[src/rtl/controle_varredura_if.sv]
// rtl/controle_varredura_if.sv - handshake and status bundle between the sweep controller and its environment
interface controle_varredura_if;
    logic       ligar;
    logic       medida_pronta;
    logic [4:0] posicao;
    logic       medir;
    logic       sentido;
    logic       fim_varredura;
    logic       erro_medida;
    logic [2:0] db_estado;

    // Environment side: enables the sweep and acknowledges measurements.
    modport master (
        output ligar,
        output medida_pronta,
        input  posicao,
        input  medir,
        input  sentido,
        input  fim_varredura,
        input  erro_medida,
        input  db_estado
    );

    // Controller side.
    modport slave (
        input  ligar,
        input  medida_pronta,
        output posicao,
        output medir,
        output sentido,
        output fim_varredura,
        output erro_medida,
        output db_estado
    );
endinterface

[src/rtl/controle_varredura.sv]
// rtl/controle_varredura.sv - ping-pong servo sweep sequencer; optional measurement timeout under TIMEOUT_MEDIDA_EN
module controle_varredura #(
    parameter int unsigned T_ASSENTA = 32'd25000000,
    parameter int unsigned T_TIMEOUT = 32'd5000000,
    parameter int unsigned POS_MAX   = 32'd28
) (
    input  logic                  clock,
    input  logic                  reset,
    controle_varredura_if.slave   bus
);

    typedef enum logic [2:0] {
        PARADO  = 3'd0,
        ASSENTA = 3'd1,
        PEDE    = 3'd2,
        ESPERA  = 3'd3,
        AVANCA  = 3'd4
    } estado_t;

    // Last settle-counter value before the measurement request.
    localparam logic [31:0] ASSENTA_FIM = 32'(T_ASSENTA - 32'd1);
    localparam logic [4:0]  P_MAX       = 5'(POS_MAX);
    localparam logic [4:0]  P_PENULT    = 5'(POS_MAX - 32'd1);

    // Parameter legality: an out-of-range set elaborates this empty scope, easy to spot in a hierarchy dump.
    if (T_ASSENTA == 0 || T_TIMEOUT == 0 || POS_MAX < 1 || POS_MAX > 28) begin : g_parametros_invalidos
    end

    estado_t     estado;
    logic [4:0]  posicao_q;
    logic        sentido_q;
    logic        medir_q;
    logic        fim_q;
    logic [31:0] cnt_assenta;

    logic [4:0]  pos_prox;
    logic        sent_prox;
    logic        extremo;

`ifdef TIMEOUT_MEDIDA_EN
    localparam logic [31:0] TIMEOUT_FIM = 32'(T_TIMEOUT - 32'd1);
    logic [31:0] cnt_espera;
    logic        erro_q;
`endif

    // Next ping-pong position: reaching an endpoint reverses direction and flags the end of a sweep.
    always_comb begin
        pos_prox  = posicao_q;
        sent_prox = sentido_q;
        extremo   = 1'b0;
        if (sentido_q) begin
            if (posicao_q < P_PENULT) begin
                pos_prox = posicao_q + 5'd1;
            end else begin
                pos_prox  = P_MAX;
                sent_prox = 1'b0;
                extremo   = 1'b1;
            end
        end else begin
            if (posicao_q > 5'd1) begin
                pos_prox = posicao_q - 5'd1;
            end else begin
                pos_prox  = 5'd0;
                sent_prox = 1'b1;
                extremo   = 1'b1;
            end
        end
    end

    // Sweep sequencer: state, saturating counters, position/direction and single-cycle registered pulses.
    always_ff @(posedge clock or negedge reset) begin
        if (!reset) begin
            estado      <= PARADO;
            posicao_q   <= 5'd0;
            sentido_q   <= 1'b1;
            medir_q     <= 1'b0;
            fim_q       <= 1'b0;
            cnt_assenta <= 32'd0;
`ifdef TIMEOUT_MEDIDA_EN
            cnt_espera  <= 32'd0;
            erro_q      <= 1'b0;
`endif
        end else begin
            // Pulses default low so none can last more than one cycle.
            medir_q <= 1'b0;
            fim_q   <= 1'b0;
`ifdef TIMEOUT_MEDIDA_EN
            erro_q  <= 1'b0;
`endif
            if (!bus.ligar) begin
                // Disable wins over everything, including a same-cycle acknowledge; position and direction hold.
                estado <= PARADO;
            end else begin
                case (estado)
                    PARADO: begin
                        cnt_assenta <= 32'd0;
                        estado      <= ASSENTA;
                    end
                    ASSENTA: begin
                        if (cnt_assenta >= ASSENTA_FIM) begin
                            estado  <= PEDE;
                            medir_q <= 1'b1;
                        end else if (cnt_assenta != 32'hFFFF_FFFF) begin
                            cnt_assenta <= cnt_assenta + 32'd1;
                        end
                    end
                    PEDE: begin
`ifdef TIMEOUT_MEDIDA_EN
                        cnt_espera <= 32'd0;
`endif
                        estado     <= ESPERA;
                    end
                    ESPERA: begin
                        // An acknowledge on the timeout cycle counts as a normal acknowledge.
                        if (bus.medida_pronta) begin
                            estado <= AVANCA;
`ifdef TIMEOUT_MEDIDA_EN
                        end else if (cnt_espera >= TIMEOUT_FIM) begin
                            erro_q <= 1'b1;
                            estado <= AVANCA;
                        end else if (cnt_espera != 32'hFFFF_FFFF) begin
                            cnt_espera <= cnt_espera + 32'd1;
`endif
                        end
                    end
                    AVANCA: begin
                        posicao_q   <= pos_prox;
                        sentido_q   <= sent_prox;
                        fim_q       <= extremo;
                        cnt_assenta <= 32'd0;
                        estado      <= ASSENTA;
                    end
                    default: begin
                        estado <= PARADO;
                    end
                endcase
            end
        end
    end

    assign bus.posicao       = posicao_q;
    assign bus.sentido       = sentido_q;
    assign bus.medir         = medir_q;
    assign bus.fim_varredura = fim_q;
    assign bus.db_estado     = estado;

`ifdef TIMEOUT_MEDIDA_EN
    assign bus.erro_medida   = erro_q;
`else
    assign bus.erro_medida   = 1'b0;
`endif

endmodule

[src/flat_wrapper.sv]
// flat-port wrapper written by rule: the top's interface ports become plain ports
module controle_varredura_flat 
#(
    parameter int unsigned T_ASSENTA = 32'd25000000,
    parameter int unsigned T_TIMEOUT = 32'd5000000,
    parameter int unsigned POS_MAX   = 32'd28
)
  (clock, reset, bus_ligar, bus_medida_pronta, bus_posicao, bus_medir, bus_sentido, bus_fim_varredura, bus_erro_medida, bus_db_estado);
  controle_varredura_if bus_i ();
  input  logic clock;
  input  logic reset;
  input wire logic [$bits(bus_i.ligar)-1:0] bus_ligar;
  input wire logic [$bits(bus_i.medida_pronta)-1:0] bus_medida_pronta;
  output wire logic [$bits(bus_i.posicao)-1:0] bus_posicao;
  output wire logic [$bits(bus_i.medir)-1:0] bus_medir;
  output wire logic [$bits(bus_i.sentido)-1:0] bus_sentido;
  output wire logic [$bits(bus_i.fim_varredura)-1:0] bus_fim_varredura;
  output wire logic [$bits(bus_i.erro_medida)-1:0] bus_erro_medida;
  output wire logic [$bits(bus_i.db_estado)-1:0] bus_db_estado;
  assign bus_i.ligar = bus_ligar;
  assign bus_i.medida_pronta = bus_medida_pronta;
  assign bus_posicao = bus_i.posicao;
  assign bus_medir = bus_i.medir;
  assign bus_sentido = bus_i.sentido;
  assign bus_fim_varredura = bus_i.fim_varredura;
  assign bus_erro_medida = bus_i.erro_medida;
  assign bus_db_estado = bus_i.db_estado;
  controle_varredura #(.T_ASSENTA(T_ASSENTA), .T_TIMEOUT(T_TIMEOUT), .POS_MAX(POS_MAX)) u_core (.clock(clock), .reset(reset), .bus(bus_i));
endmodule
[config.mk]
export PLATFORM = sky130hd
export DESIGN_NAME = controle_varredura_flat
export DESIGN_NICKNAME = d
export VERILOG_FILES = /design/src/rtl/controle_varredura_if.sv /design/src/rtl/controle_varredura.sv /design/src/flat_wrapper.sv
export SDC_FILE = /design/constraint.sdc
export NUM_CORES = 1
export LEC_CHECK = 0
export ABC_AREA = 1
export ABC_CLOCK_PERIOD_IN_PS = 2300
export BUFFER_PORTS_ARGS = -buffer_cell sky130_fd_sc_hd__buf_2
export CORE_ASPECT_RATIO = 2
export CORE_MARGIN = 2
export CORE_UTILIZATION = 61
export DETAILED_ROUTE_END_ITERATION = 10
export PLACE_DENSITY_LB_ADDON = 0.05
export SYNTH_ARGS = -nofsm -noshare
export SYNTH_HDL_FRONTEND = slang
export SYNTH_SLANG_ARGS = --single-unit
[constraint.sdc]
create_clock -name clock -period 2.3 [get_ports clock]
set_input_delay 0.46 -clock clock [delete_from_list [all_inputs] [get_ports clock]]
set_output_delay 0.46 -clock clock [all_outputs]
set_load 0.02 [all_outputs]
# Yosys cells after proc, flatten, opt, wreduce, memory -nomap -nowiden

Cells that the tools add are included.

Output and inout port bits: 12
Register bits after elaboration: 43
Input bits: 4

Add/sub/neg operators: 3
$lt $le $gt $ge: 3
Eq/ne operators: 9
Muxes and demuxes: 20
Reduce and logical (&&, ||, !) cells: 6

Operators by type and width:

| cell                  | count |
|---|---|
| $mux 32               | 2 |
| $pmux 32 s2           | 1 |
| $add 32x1->32 const B | 1 |
| $ge 32x25->1 const B  | 1 |
| $ne 32x32->1 const B  | 1 |
| $mux 5                | 3 |
| $pmux 3 s4            | 1 |
| $mux 1                | 10 |
| $mux 3                | 3 |
| $eq 3x2->1 const B    | 2 |
| $add 5x1->5 const B   | 1 |
| $gt 5x1->1 const B    | 1 |
| $lt 5x5->1 const B    | 1 |
| $sub 5x1->5 const B   | 1 |
| $reduce_and 2->1      | 2 |
| $reduce_and 4->1      | 1 |
| $eq 3x1->1 const B    | 1 |
| $eq 3x3->1 const B    | 1 |
| $logic_not 3->1       | 1 |
| $ne 3x2->1 const B    | 1 |
| $ne 3x3->1 const B    | 1 |
| $ne 2x1->1 const B    | 1 |
| $ne 2x2->1 const B    | 1 |
| $reduce_bool 2->1     | 1 |
| $reduce_or 2->1       | 1 |

# Depth between registers and ports, before layout

Depth in word-level cells: 5
Gate-level depth with buffers: 14
Gate-level depth less buffers: 13

# Least setup slack after synthesis

OpenSTA, ideal clock, no wires.

Path kind: reg-to-reg
Start point: register u_core.cnt_assenta[0]
End point: register u_core.cnt_assenta[10]
Clock period less this slack: 1593 ps
Arrival time: 1476 ps
Cell stages (with the launch flop): 15
Library setup time: 117 ps
Slack: 707 ps
Data required time: 2183 ps
Path through: dfrtp_1 > ha_1 > nand2_1 > inv_1 > nand2_1 > nand3_1 > nand2_1 > nand2_1 > nand2_1 > nand2_2 > nand2_4 > nand2_4 > buf_6 > nand2_1 > nand2_1

Cells in the longest elaborated chain, start to end: 4
Elaborated cells between the ends (all ways): 9

RTL lines:

| what                   | line                      | text |
|---|---|---|
| from (decl)            | controle_varredura.sv:34  | `logic [31:0] cnt_assenta;` |
| from (signal assigned) | controle_varredura.sv:104 | `cnt_assenta <= cnt_assenta + 32'd1;` |
| $add 32x1->32          | controle_varredura.sv:104 |  |
| $mux 32                | controle_varredura.sv:103 | `end else if (cnt_assenta != 32'hFFFF_FFFF) begin` |
| $mux 32                | controle_varredura.sv:100 | `if (cnt_assenta >= ASSENTA_FIM) begin` |
| $pmux 32 s2            | controle_varredura.sv:94  | `case (estado)` |

Parallel ways exist; a longest one is shown, timed or not. The select of a mux whose other input is x is not followed.
A chain may end at the register's enable or synchronous reset.

# Worst setup path after layout

Start point: register u_core.cnt_assenta[0]
End point: register u_core.cnt_assenta[8]

Same word-level chain as after synthesis.

==> metrics.cfg <==
[logic_synthesis]
yosysTopAreaCellShare=0.382
synth_seq_area_share=0.391
synth_cell_type_count=31
synth_area_leader_cell=dfrtp_1
postSynthCellCount=409
avgSynthCellArea_um2=6.73
synth_warnings=0
synth_edf_count=0
syn_nets=417
synth.area.top_cells=dfrtp_1, nand2_1, nor2_1
synth_ff_type=dfrtp_1
ys_seq_elements=43
ys_async_sr_fraction=1.00
synth.cell_area_um2=2750

[clock_tree]
cts.repair.resized=0
cts_made_buffers=5
cts-root-buf=clkbuf_8
cts_tree=yes
clk_path_buf_depth=2
hold_buffers=0
cts.sinks=43
clock_latency_ns=0.30
h-tree-depth=2
cts_setup_buffers=0
path_clk_slew_ns=0.09

[timing]
hold_ws_ns=0.147
maxSlewHeadroom=0.622
layout_setup_ws_ns=0.303
clock-skew-final_ns=0.00854
hold_violations=0
worstMarginPinSlew_ns=0.568
max_freq_mhz=501
timing.final.crit_share=0.868
finalMaxSlewViolations=0
rsz0062_at_grt=no
setup-tns-final_ns=0
period_needed_ns=2.00
final-setup-viol-count=0

[routing]
drc_errors=0
ant_nets=0
via_count=2605
drt-pass1-iter-count=4
vias_per_cell=5.43
wl_um=6770
drt_iter0_markers=108
wire_per_inst_um=14.1

[power]
ir_drop_uv=944
cellPowerDensity_nw_per_um2=773
cellLeakagePower_nw=1.43

[placement]
preCtsSetupSlack_ns=0.322
placed_area_um2=2860
gp_congestion=1.02
dp_hpwl_um=5000
io_buffers=14

[final_layout]
fill_cells=402
num_antenna_cells=0
areaGrowthSynthToFinish_pct=7.95
nNetsFinal=433
drive_gt1_frac=0.0915
final_area_um2=2970

[floorplanning]
fp-row-count=34
core-area_um2=4340
die_h_um=99.0
die_x_um=51.5
dieArea_um2=5100
initial_core_util=0.635
pin_count=16

[run]
maxCapViolCount=0

[setup_path]
cp.required_ns=2.48
rr_endpoint=u_core.cnt_assenta[8]
arrival_ns=2.18
rr_startpoint=u_core.cnt_assenta[0]
path_class=register to register
end_kind=register
crit_path_max_fanout=25
r2r_cells=13
crit_end=u_core.cnt_assenta[8]
startpoint_type=register
r2r_slack_ns=0.30
startpoint=u_core.cnt_assenta[0]

[global_routing]
first_global_vias=2694
antenna_found_initial=0
gr-usage-all-layers=0.305
grt_max_degree=26
grt_first_pass_wirelength_um=11900
grt_overflow=0

[worst_hold_path]
min_path_type=input port to async pin

[status]
status=finished clean

[layout by cell type (no fill, tap or decap), types with 2 or more instances in the layout]
| cell type | Yosys | routed |
|---|---|---|
| o21ai_0 | 16 | 16 |
| o211ai_1 | 3 | 3 |
| inv_2 | 2 | 2 |
| dfrtp_1 | 42 | 42 |
| nand3_1 | 42 | 42 |
| a21boi_0 | 3 | 3 |
| inv_1 | 43 | 43 |
| nor2_1 | 62 | 62 |
| a21oi_1 | 15 | 15 |
| clkbuf_8 | 0 | 5 |
| nand2_4 | 2 | 2 |
| nor2_2 | 5 | 5 |
| buf_2 | 5 | 14 |
| buf_4 | 3 | 6 |
| ha_1 | 4 | 4 |
| nor3_1 | 7 | 7 |
| nand2_1 | 129 | 129 |
| nand4_1 | 3 | 3 |
| xor2_1 | 8 | 8 |
| a22oi_1 | 2 | 2 |
[final cells by class]
class	count	area, um2	area share
sequential	43	1080	0.362
multi-input combinational	310	1430	0.482
clock inverter	2	37.5	0.0126
timing repair buffer	20	115	0.0387
tap	54	67.6	0.0227
inverter	45	169	0.0568
clock buffer	6	72.6	0.0244
[metrics by stage]
step                 util  instances  power, mW
global route        0.685        480       2.41
CTS                 0.685        480       2.31
global placement    0.660        472       1.70
floorplan               -        409       1.50
finish              0.685        480       2.30
detailed placement  0.660        472       1.71
[Yosys cell counts (2+ instances only)]
| cell type | instances |
|---|---|
| ha_1 | 4 |
| nor3_1 | 7 |
| nand3_1 | 42 |
| a21oi_1 | 15 |
| o211ai_1 | 3 |
| a21boi_0 | 3 |
| inv_2 | 2 |
| nand2_1 | 129 |
| dfrtp_1 | 42 |
| xor2_1 | 8 |
| nor2_1 | 62 |
| nand2_4 | 2 |
| o21ai_0 | 16 |
| inv_1 | 43 |
| nand4_1 | 3 |
| nor2_2 | 5 |
| buf_2 | 5 |
| buf_4 | 3 |
| a22oi_1 | 2 |
| buf_6 | 2 |
[kinds of logic after synthesis]
group / count (synthesis) / share of synthesized area
other: 1 / 0.00136
adders and majority gates: 4 / 0.0182
buffers and inverters: 56 / 0.0881
DFF: 43 / 0.391
AOI/OAI and AO/OA: 42 / 0.0859
and+or+nand+nor: 254 / 0.387
xor gates and xnor gates: 9 / 0.0286
[worst min-delay path by stage]
| stage | startpoint | end | slack [ns] | cells after the start |
|---|---|---|---|---|
| after floorplan | reset | u_core.bus.db_estado[0] | 0.16 | 0 |
| after global placement | reset | u_core.cnt_assenta[13] | 0.48 | 1 |
| after detailed placement | reset | u_core.cnt_assenta[13] | 0.49 | 1 |
| after CTS | reset | u_core.bus.db_estado[2] | 0.16 | 1 |
| after global routing | reset | u_core.cnt_assenta[16] | 0.19 | 1 |
| final | reset | u_core.bus.db_estado[2] | 0.15 | 1 |
[routing by layer]
metal / part of all wire / GRT usage
met5: 0 / 0
met4: 0.035 / 0.156
met3: 0.029 / 0.0318
met2: 0.57 / 0.561
met1: 0.37 / 0.325
[sequential cells by signal, summed over array words and instances (netlist names)]
name and cells:
u_core.bus.sentido 1, u_core.bus.db_estado 3, u_core.cnt_assenta 32, u_core.bus.posicao 5
u_core.bus.fim_varredura 1, u_core.bus.medir 1
[worst max-delay path, stage by stage, from the launching register on]
cell and delay, ns:
dfrtp_1 0.41, ha_1 0.25, nand2_1 0.09, inv_1 0.05, nand2_1 0.10, nand3_1 0.07, nand2_1 0.06, nand2_1 0.05
nand2_1 0.10, nand2_2 0.08, nand2_4 0.21, nand2_4 0.24, nand2_1 0.12, nand2_1 0.06
[power by group]
| part | switching (mW) | internal (mW) |
|---|---|---|
| Clock | 0.268 | 0.324 |
| Sequential | 0.100 | 0.824 |
| Combinational | 0.561 | 0.220 |
(Power assumes the default switching activity.)
